**src/rtl/mem_pattern_pkg.sv**
```systemverilog
// Shared types and the per-address test pattern for the memory pattern sequencer.
package mem_pattern_pkg;

    typedef enum logic [2:0] {
        ST_IDLE  = 3'd0,
        ST_WRITE = 3'd1,
        ST_READ  = 3'd2,
        ST_CHECK = 3'd3,
        ST_DONE  = 3'd4
    } state_t;

    localparam logic [15:0] FEED = 16'hfeed;
    localparam logic [15:0] FACE = 16'hface;

    // Widest data word the pattern helper can build; callers truncate to their WIDTH.
    localparam int PAT_MAX_W = 1024;

    // Address byte (inverted for FACE) in the top 8 bits of a width-bit word, constant zero-extended below.
    function automatic logic [PAT_MAX_W-1:0] pattern(input logic [7:0] addr_byte,
                                                     input logic       sel,
                                                     input int unsigned width);
        logic [PAT_MAX_W-1:0] tag;
        logic [PAT_MAX_W-1:0] fill;
        tag  = PAT_MAX_W'(sel ? ~addr_byte : addr_byte);
        fill = PAT_MAX_W'(sel ? FACE : FEED);
        return (tag << (width - 32'd8)) | fill;
    endfunction

endpackage

```
**src/rtl/mem_pattern_cmp.sv**
```systemverilog
// Registered read-compare stage: pairs each returned word with the address that was read
// one cycle earlier, and keeps the saturating mismatch count and first failing address.
module mem_pattern_cmp
    import mem_pattern_pkg::*;
#(
    parameter int WIDTH = 78,
    parameter int AW    = 8,
    parameter int ERR_W = 8
) (
    input  logic             clk,
    input  logic             rst,
    input  logic             clear,
    input  logic             flush,
    input  logic             rd_valid,
    input  logic [AW-1:0]    rd_addr,
    input  logic             sel,
    input  logic [WIDTH-1:0] rdata,
    output logic             mismatch,
    output logic [ERR_W-1:0] err_count,
    output logic [AW-1:0]    first_err_addr
);

    localparam logic [ERR_W-1:0] ERR_MAX = '1;

    logic             valid_r;
    logic [AW-1:0]    addr_r;
    logic [WIDTH-1:0] expected_s;

    assign expected_s = WIDTH'(pattern(8'(addr_r), sel, 32'(WIDTH)));
    assign mismatch   = valid_r && (rdata != expected_s);

    // Compare pipeline and error bookkeeping; a flush drops the word currently being compared.
    always_ff @(posedge clk or posedge rst) begin
        if (rst) begin
            valid_r        <= 1'b0;
            addr_r         <= '0;
            err_count      <= '0;
            first_err_addr <= '0;
        end else if (clear) begin
            valid_r        <= 1'b0;
            addr_r         <= '0;
            err_count      <= '0;
            first_err_addr <= '0;
        end else if (flush) begin
            valid_r <= 1'b0;
        end else begin
            valid_r <= rd_valid;
            addr_r  <= rd_addr;
            if (mismatch) begin
                if (err_count != ERR_MAX) begin
                    err_count <= err_count + ERR_W'(1);
                end
                if (err_count == '0) begin
                    first_err_addr <= addr_r;
                end
            end
        end
    end

endmodule

```
**src/rtl/mem_pattern_seq.sv**
```systemverilog
// Memory pattern sequencer: writes a per-address pattern to every word of a single-port
// memory, reads it all back, and reports pass/fail, error count and first failing address.
module mem_pattern_seq
    import mem_pattern_pkg::*;
#(
    parameter int DEPTH = 6,
    parameter int WIDTH = 78,
    parameter int AW    = 8,
    parameter int ERR_W = 8
) (
    input  logic             clk,
    input  logic             rst,
    input  logic             start,
    input  logic             abort,
    input  logic             pattern_sel,
    output logic             busy,
    output logic             done,
    output logic             pass,
    output logic [ERR_W-1:0] err_count,
    output logic [AW-1:0]    first_err_addr,
    output logic             mem_we,
    output logic             mem_re,
    output logic [AW-1:0]    mem_addr,
    output logic [WIDTH-1:0] mem_wdata,
    input  logic [WIDTH-1:0] mem_rdata
);

    localparam logic [AW-1:0] LAST_ADDR = AW'(DEPTH - 1);

    state_t           state_r;
    logic             sel_r;
    logic             accept_s;
    logic             flush_s;
    logic             last_s;
    logic             mismatch_s;
    logic [AW-1:0]    next_addr_s;
    logic [WIDTH-1:0] first_pat_s;
    logic [WIDTH-1:0] next_pat_s;

    assign accept_s    = (state_r == ST_IDLE) && start && !abort;
    assign flush_s     = abort && (state_r != ST_IDLE);
    assign last_s      = (mem_addr == LAST_ADDR);
    assign next_addr_s = mem_addr + AW'(1);
    assign first_pat_s = WIDTH'(pattern(8'd0, pattern_sel, 32'(WIDTH)));
    assign next_pat_s  = WIDTH'(pattern(8'(next_addr_s), sel_r, 32'(WIDTH)));

    mem_pattern_cmp #(
        .WIDTH (WIDTH),
        .AW    (AW),
        .ERR_W (ERR_W)
    ) u_cmp (
        .clk            (clk),
        .rst            (rst),
        .clear          (accept_s),
        .flush          (flush_s),
        .rd_valid       (mem_re),
        .rd_addr        (mem_addr),
        .sel            (sel_r),
        .rdata          (mem_rdata),
        .mismatch       (mismatch_s),
        .err_count      (err_count),
        .first_err_addr (first_err_addr)
    );

    // Sequencer FSM with registered strobes, address, data and status.
    always_ff @(posedge clk or posedge rst) begin
        if (rst) begin
            state_r   <= ST_IDLE;
            sel_r     <= 1'b0;
            busy      <= 1'b0;
            done      <= 1'b0;
            pass      <= 1'b0;
            mem_we    <= 1'b0;
            mem_re    <= 1'b0;
            mem_addr  <= '0;
            mem_wdata <= '0;
        end else begin
            done <= 1'b0;
            if (flush_s) begin
                state_r  <= ST_IDLE;
                busy     <= 1'b0;
                pass     <= 1'b0;
                mem_we   <= 1'b0;
                mem_re   <= 1'b0;
                mem_addr <= '0;
            end else begin
                case (state_r)
                    ST_IDLE: begin
                        if (accept_s) begin
                            state_r   <= ST_WRITE;
                            sel_r     <= pattern_sel;
                            busy      <= 1'b1;
                            pass      <= 1'b0;
                            mem_we    <= 1'b1;
                            mem_addr  <= '0;
                            mem_wdata <= first_pat_s;
                        end
                    end
                    ST_WRITE: begin
                        if (last_s) begin
                            state_r  <= ST_READ;
                            mem_we   <= 1'b0;
                            mem_re   <= 1'b1;
                            mem_addr <= '0;
                        end else begin
                            mem_addr  <= next_addr_s;
                            mem_wdata <= next_pat_s;
                        end
                    end
                    ST_READ: begin
                        if (last_s) begin
                            state_r  <= ST_CHECK;
                            mem_re   <= 1'b0;
                            mem_addr <= '0;
                        end else begin
                            mem_addr <= next_addr_s;
                        end
                    end
                    ST_CHECK: begin
                        // The last word is still being compared, so fold its result into pass.
                        state_r <= ST_DONE;
                        busy    <= 1'b0;
                        done    <= 1'b1;
                        pass    <= (err_count == '0) && !mismatch_s;
                    end
                    ST_DONE: begin
                        state_r <= ST_IDLE;
                    end
                    default: begin
                        state_r  <= ST_IDLE;
                        busy     <= 1'b0;
                        mem_we   <= 1'b0;
                        mem_re   <= 1'b0;
                        mem_addr <= '0;
                    end
                endcase
            end
        end
    end

endmodule

```
**config.mk**
```make
export PLATFORM = sky130hd
export DESIGN_NAME = mem_pattern_seq
export DESIGN_NICKNAME = d
export VERILOG_FILES = /design/src/rtl/mem_pattern_pkg.sv /design/src/rtl/mem_pattern_cmp.sv /design/src/rtl/mem_pattern_seq.sv
export SDC_FILE = /design/constraint.sdc
export NUM_CORES = 1
export LEC_CHECK = 0
export ABC_AREA = 1
export ABC_CLOCK_PERIOD_IN_PS = 1900
export CAP_MARGIN = 20
export CORE_AREA = 3 3 105 107
export CTS_CLUSTER_SIZE = 25
export DETAILED_ROUTE_END_ITERATION = 10
export DIE_AREA = 0 0 108 110
export PLACE_DENSITY_LB_ADDON = 0.15
export RECOVER_POWER = 50
export SETUP_SLACK_MARGIN = 0.2
export SLEW_MARGIN = 40
export SYNTH_ARGS = -nofsm -noshare
export SYNTH_HDL_FRONTEND = slang
export SYNTH_SLANG_ARGS = --single-unit
```
**constraint.sdc**
```tcl
create_clock -name clk -period 1.9 [get_ports clk]
set_clock_uncertainty 0.05 [all_clocks]
set_input_delay 0.57 -clock clk [delete_from_list [all_inputs] [get_ports clk]]
set_output_delay 0.57 -clock clk [all_outputs]
set_load 0.01 [all_outputs]
```
==> results_dict.tcl <==
set metrics [dict create \
    hold_viol 0 \
    crit_fanout 8 \
    final_nets 804 \
    grt_pass1_vias 3501 \
    synth_area_sq_mm 0.00371 \
    drt_iter0_drc 172 \
    path_buf_inv 2 \
    ys_warn_count 0 \
    ys_ff_latch 53 \
    final_cell_count_no_fill 855 \
    path_delay_family "simple AND/OR/NAND/NOR gates" \
    grt_overflow 0 \
    p_int_mw 3.62 \
    power_mw 6.44 \
    die_h_um 110 \
    die_area_sq_mm 0.0119 \
    hpwl_mm 8.19 \
    grtUsageTotal 0.174 \
    grt_max_degree 54 \
    endpoint_kind "flop" \
    fp-row-count 37 \
    r2r_end "u_cmp.first_err_addr[6]" \
    setup_viol 0 \
    dp.cells 808 \
    vias 3819 \
    holdPathStages 2 \
    outcome "finished clean" \
    ant_nets 0 \
    chipWidth_um 108 \
    root_buffer "clkbuf_8" \
    clk_pin_slew_ns 0.10 \
    cts_buffers 5 \
    p_seq_frac 0.260 \
    async_reset_ff_frac 1.00 \
    gp_congestion 0.892 \
    vias_per_cell 4.47 \
    switching_share 0.438 \
    start_kind "flop" \
    worstMarginPinSlew_ns 0.740 \
    drc 0 \
    rrSetupSlack_ns 0.10 \
    maxCapViolations 0 \
    synth.most_common_cell "nand2_1" \
    routed_wl_mm 11.3 \
    required_ns 2.06 \
    clkLatencyLatePin_ns 0.31 \
    start_util 0.362 \
    cp_slowest_cell "dfrtp_2" \
    ff2ff_path_depth 10 \
    min_from "mem_we" \
    syn_to_final_growth_pct 53.8 \
    wl_per_cell_um 13.2 \
    crit_path_max_incr_delay_ns 0.46 \
    powerDensity_mw_per_mm2 1130 \
    clockBufferDepth 2 \
    layout-drive-gt1-share 0.252 \
    synth_edf_count 0 \
    avgSynthCellArea_sq_um 6.99 \
    ir_drop_mv 0.923 \
    r2r_start "sel_r" \
    h-tree-depth 2 \
    antenna_found_initial 1 \
    timing.final.crit_share 0.947 \
    drt-pass1-iter-count 4 \
    cts_tree "done" \
    synthTopCellsByArea "dfrtp_1 36%, buf_4 14%, nand2_1 13%, nor2_1 8.0%, nand3_1 5.7%" \
    yosysSeqAreaShare 0.358 \
    period_needed_ns 1.80 \
    clock.fmax_mhz 556 \
    synth_cell_types 36 \
    p_leak_nw 2.95 \
    crit_path_cell_trace "buf_6 > xnor2_2 > or2_4 > nand3b_1 > nor2_2 > nand2_2 > nand3_4 > buf_6 > nand3_2 > nand2_2" \
    grt_pass1_wl_mm 16.6 \
    arrival_ns 1.96 \
    netlist.area_leader.share 0.358 \
    ios 190 \
    rsz0062_at_grt "true" \
    p_switching_mw 2.82 \
    yosysTopAreaCell "dfrtp_1" \
    critPathKind "reg -> reg" \
    power_frac_comb 0.638 \
    ys.flop_type "dfrtp_1" \
    cts_sinks 53 \
    relSlewSlack 0.507 \
    core_sq_mm 0.0102 \
    port_buffers 133 \
    synth_cells 530 \
    final_max_slew_viol_count 0 \
    whs_endpoint "mem_we" \
    hold_class "reg -> reg" \
    utilization 0.557 \
    ctsHoldBuffers 0 \
    ys_top_cells_by_count "129 x nand2_1, 79 x nor2_1, 69 x buf_4, 53 x dfrtp_1, 51 x inv_1" \
    pwr-share-clk 0.102 \
]
==> tightest hold or removal path, stage by stage, from the launching register on <==
cell and delay [ns]:
dfrtp_1 0.35, o21ai_1 0.06, nand2_1 0.05
==> how the worst max path moves through the flow <==
stage                                   from                 endpoint  cells past startpoint  slack (ns)
after global routing      u_cmp.err_count[0]       u_cmp.err_count[3]                     10       -0.03
after global placement         mem_rdata[39]       u_cmp.err_count[6]                     14       -0.38
after detailed placement       mem_rdata[39]       u_cmp.err_count[4]                     14       -0.42
after CTS                        mem_addr[0]              mem_addr[0]                      1        0.03
final                                  sel_r  u_cmp.first_err_addr[6]                     10        0.10
after floorplan                        abort            mem_wdata[75]                     11        0.20
==> timing repair <==
action,in CTS,in global routing
setup buffers,18,17
cloned,2,1
gates resized for setup,223,70
endpoints found under the setup margin,94,46
pin swaps,97,44
==> kinds of logic (layout without fill, tap and decap cells) <==
group / Yosys count / in the layout / share of synthesized area
simple gates: 281 / 282 / 0.325
other cells: 1 / 57 / 0.00101
fa+ha+maj: 4 / 4 / 0.0135
xor+xnor: 4 / 4 / 0.00945
buf+inv: 133 / 265 / 0.208
compound gates: 54 / 54 / 0.0861
flops: 53 / 53 / 0.358
==> per-stage QoR <==
stage / cell area, sq um / hold slack (ns) / TNS [ns] / setup slack (ns)
final: 5700 / 0.444 / 0 / 0.101
after global routing: 5700 / 0.493 / -0.0269 / -0.0269
after CTS: 5360 / 0.456 / 0 / 0.0255
after detailed placement: 5100 / 0.437 / -11.49 / -0.417
after global placement: 5100 / 0.432 / -10.95 / -0.378
after floorplan: 3920 / 0.465 / 0 / 0.202
==> metal layers <==
metal | share of wire | GRT usage | wire length (um) | vias up
met5 | 0 | 0 | 0 | -
met4 | 0.010 | 0.0379 | 116 | 0
met3 | 0.074 | 0.0396 | 841 | 9
met2 | 0.49 | 0.307 | 5590 | 132
met1 | 0.42 | 0.218 | 4780 | 1743
li1 | - | - | - | 1935
==> cell type report <==
type / instances / area, sq um
antenna: 1 / 2.50
clock buffer: 5 / 68.8
clock inverter: 3 / 17.5
fill: 1047 / 4530
inverter: 57 / 231
multi-input combinational: 400 / 2180
sequential: 53 / 1340
tap: 136 / 170
timing repair buffer: 199 / 1690
timing repair inverter: 1 / 7.51
==> placed cells by master, fill, tap and decap left out, types with 5 or more instances in the layout <==
master           instances
inv_2                    9
dfrtp_2                 10
nand2_1                108
clkdlybuf4s50_1          6
nor2_1                  69
dlygate4sd2_1          102
o21ai_0                 22
dfrtp_1                 43
nand2_2                 24
nand3_1                 27
clkdlybuf4s15_1          7
nor2_4                   5
nor3_1                   6
buf_6                   11
conb_1                  56
nand3_2                 14
a2bb2oi_2                6
a21oi_1                 11
buf_2                    8
clkbuf_1                 8
inv_1                   42
nand4_1                  5
clkbuf_8                 5
nor2_2                   8
buf_4                   47
==> registers in the layout, summed over array words and instances (netlist names), 3 cells and up <==
name                  cells
mem_addr                  8
u_cmp.addr_r              8
state_r                   3
u_cmp.first_err_addr      8
u_cmp.err_count           8
mem_wdata                11
==> power by group through the flow <==
stage | sequential, mW | clock [mW] | combinational [mW]
after floorplan | 1.77 | 0 | 1.82
after global placement | 1.70 | 0 | 3.13
after detailed placement | 1.70 | 0 | 3.15
after CTS | 1.64 | 0.663 | 3.47
after global routing | 1.71 | 0.706 | 4.54
final | 1.67 | 0.656 | 4.11
Note: power is estimated with default switching activity, not from simulation.
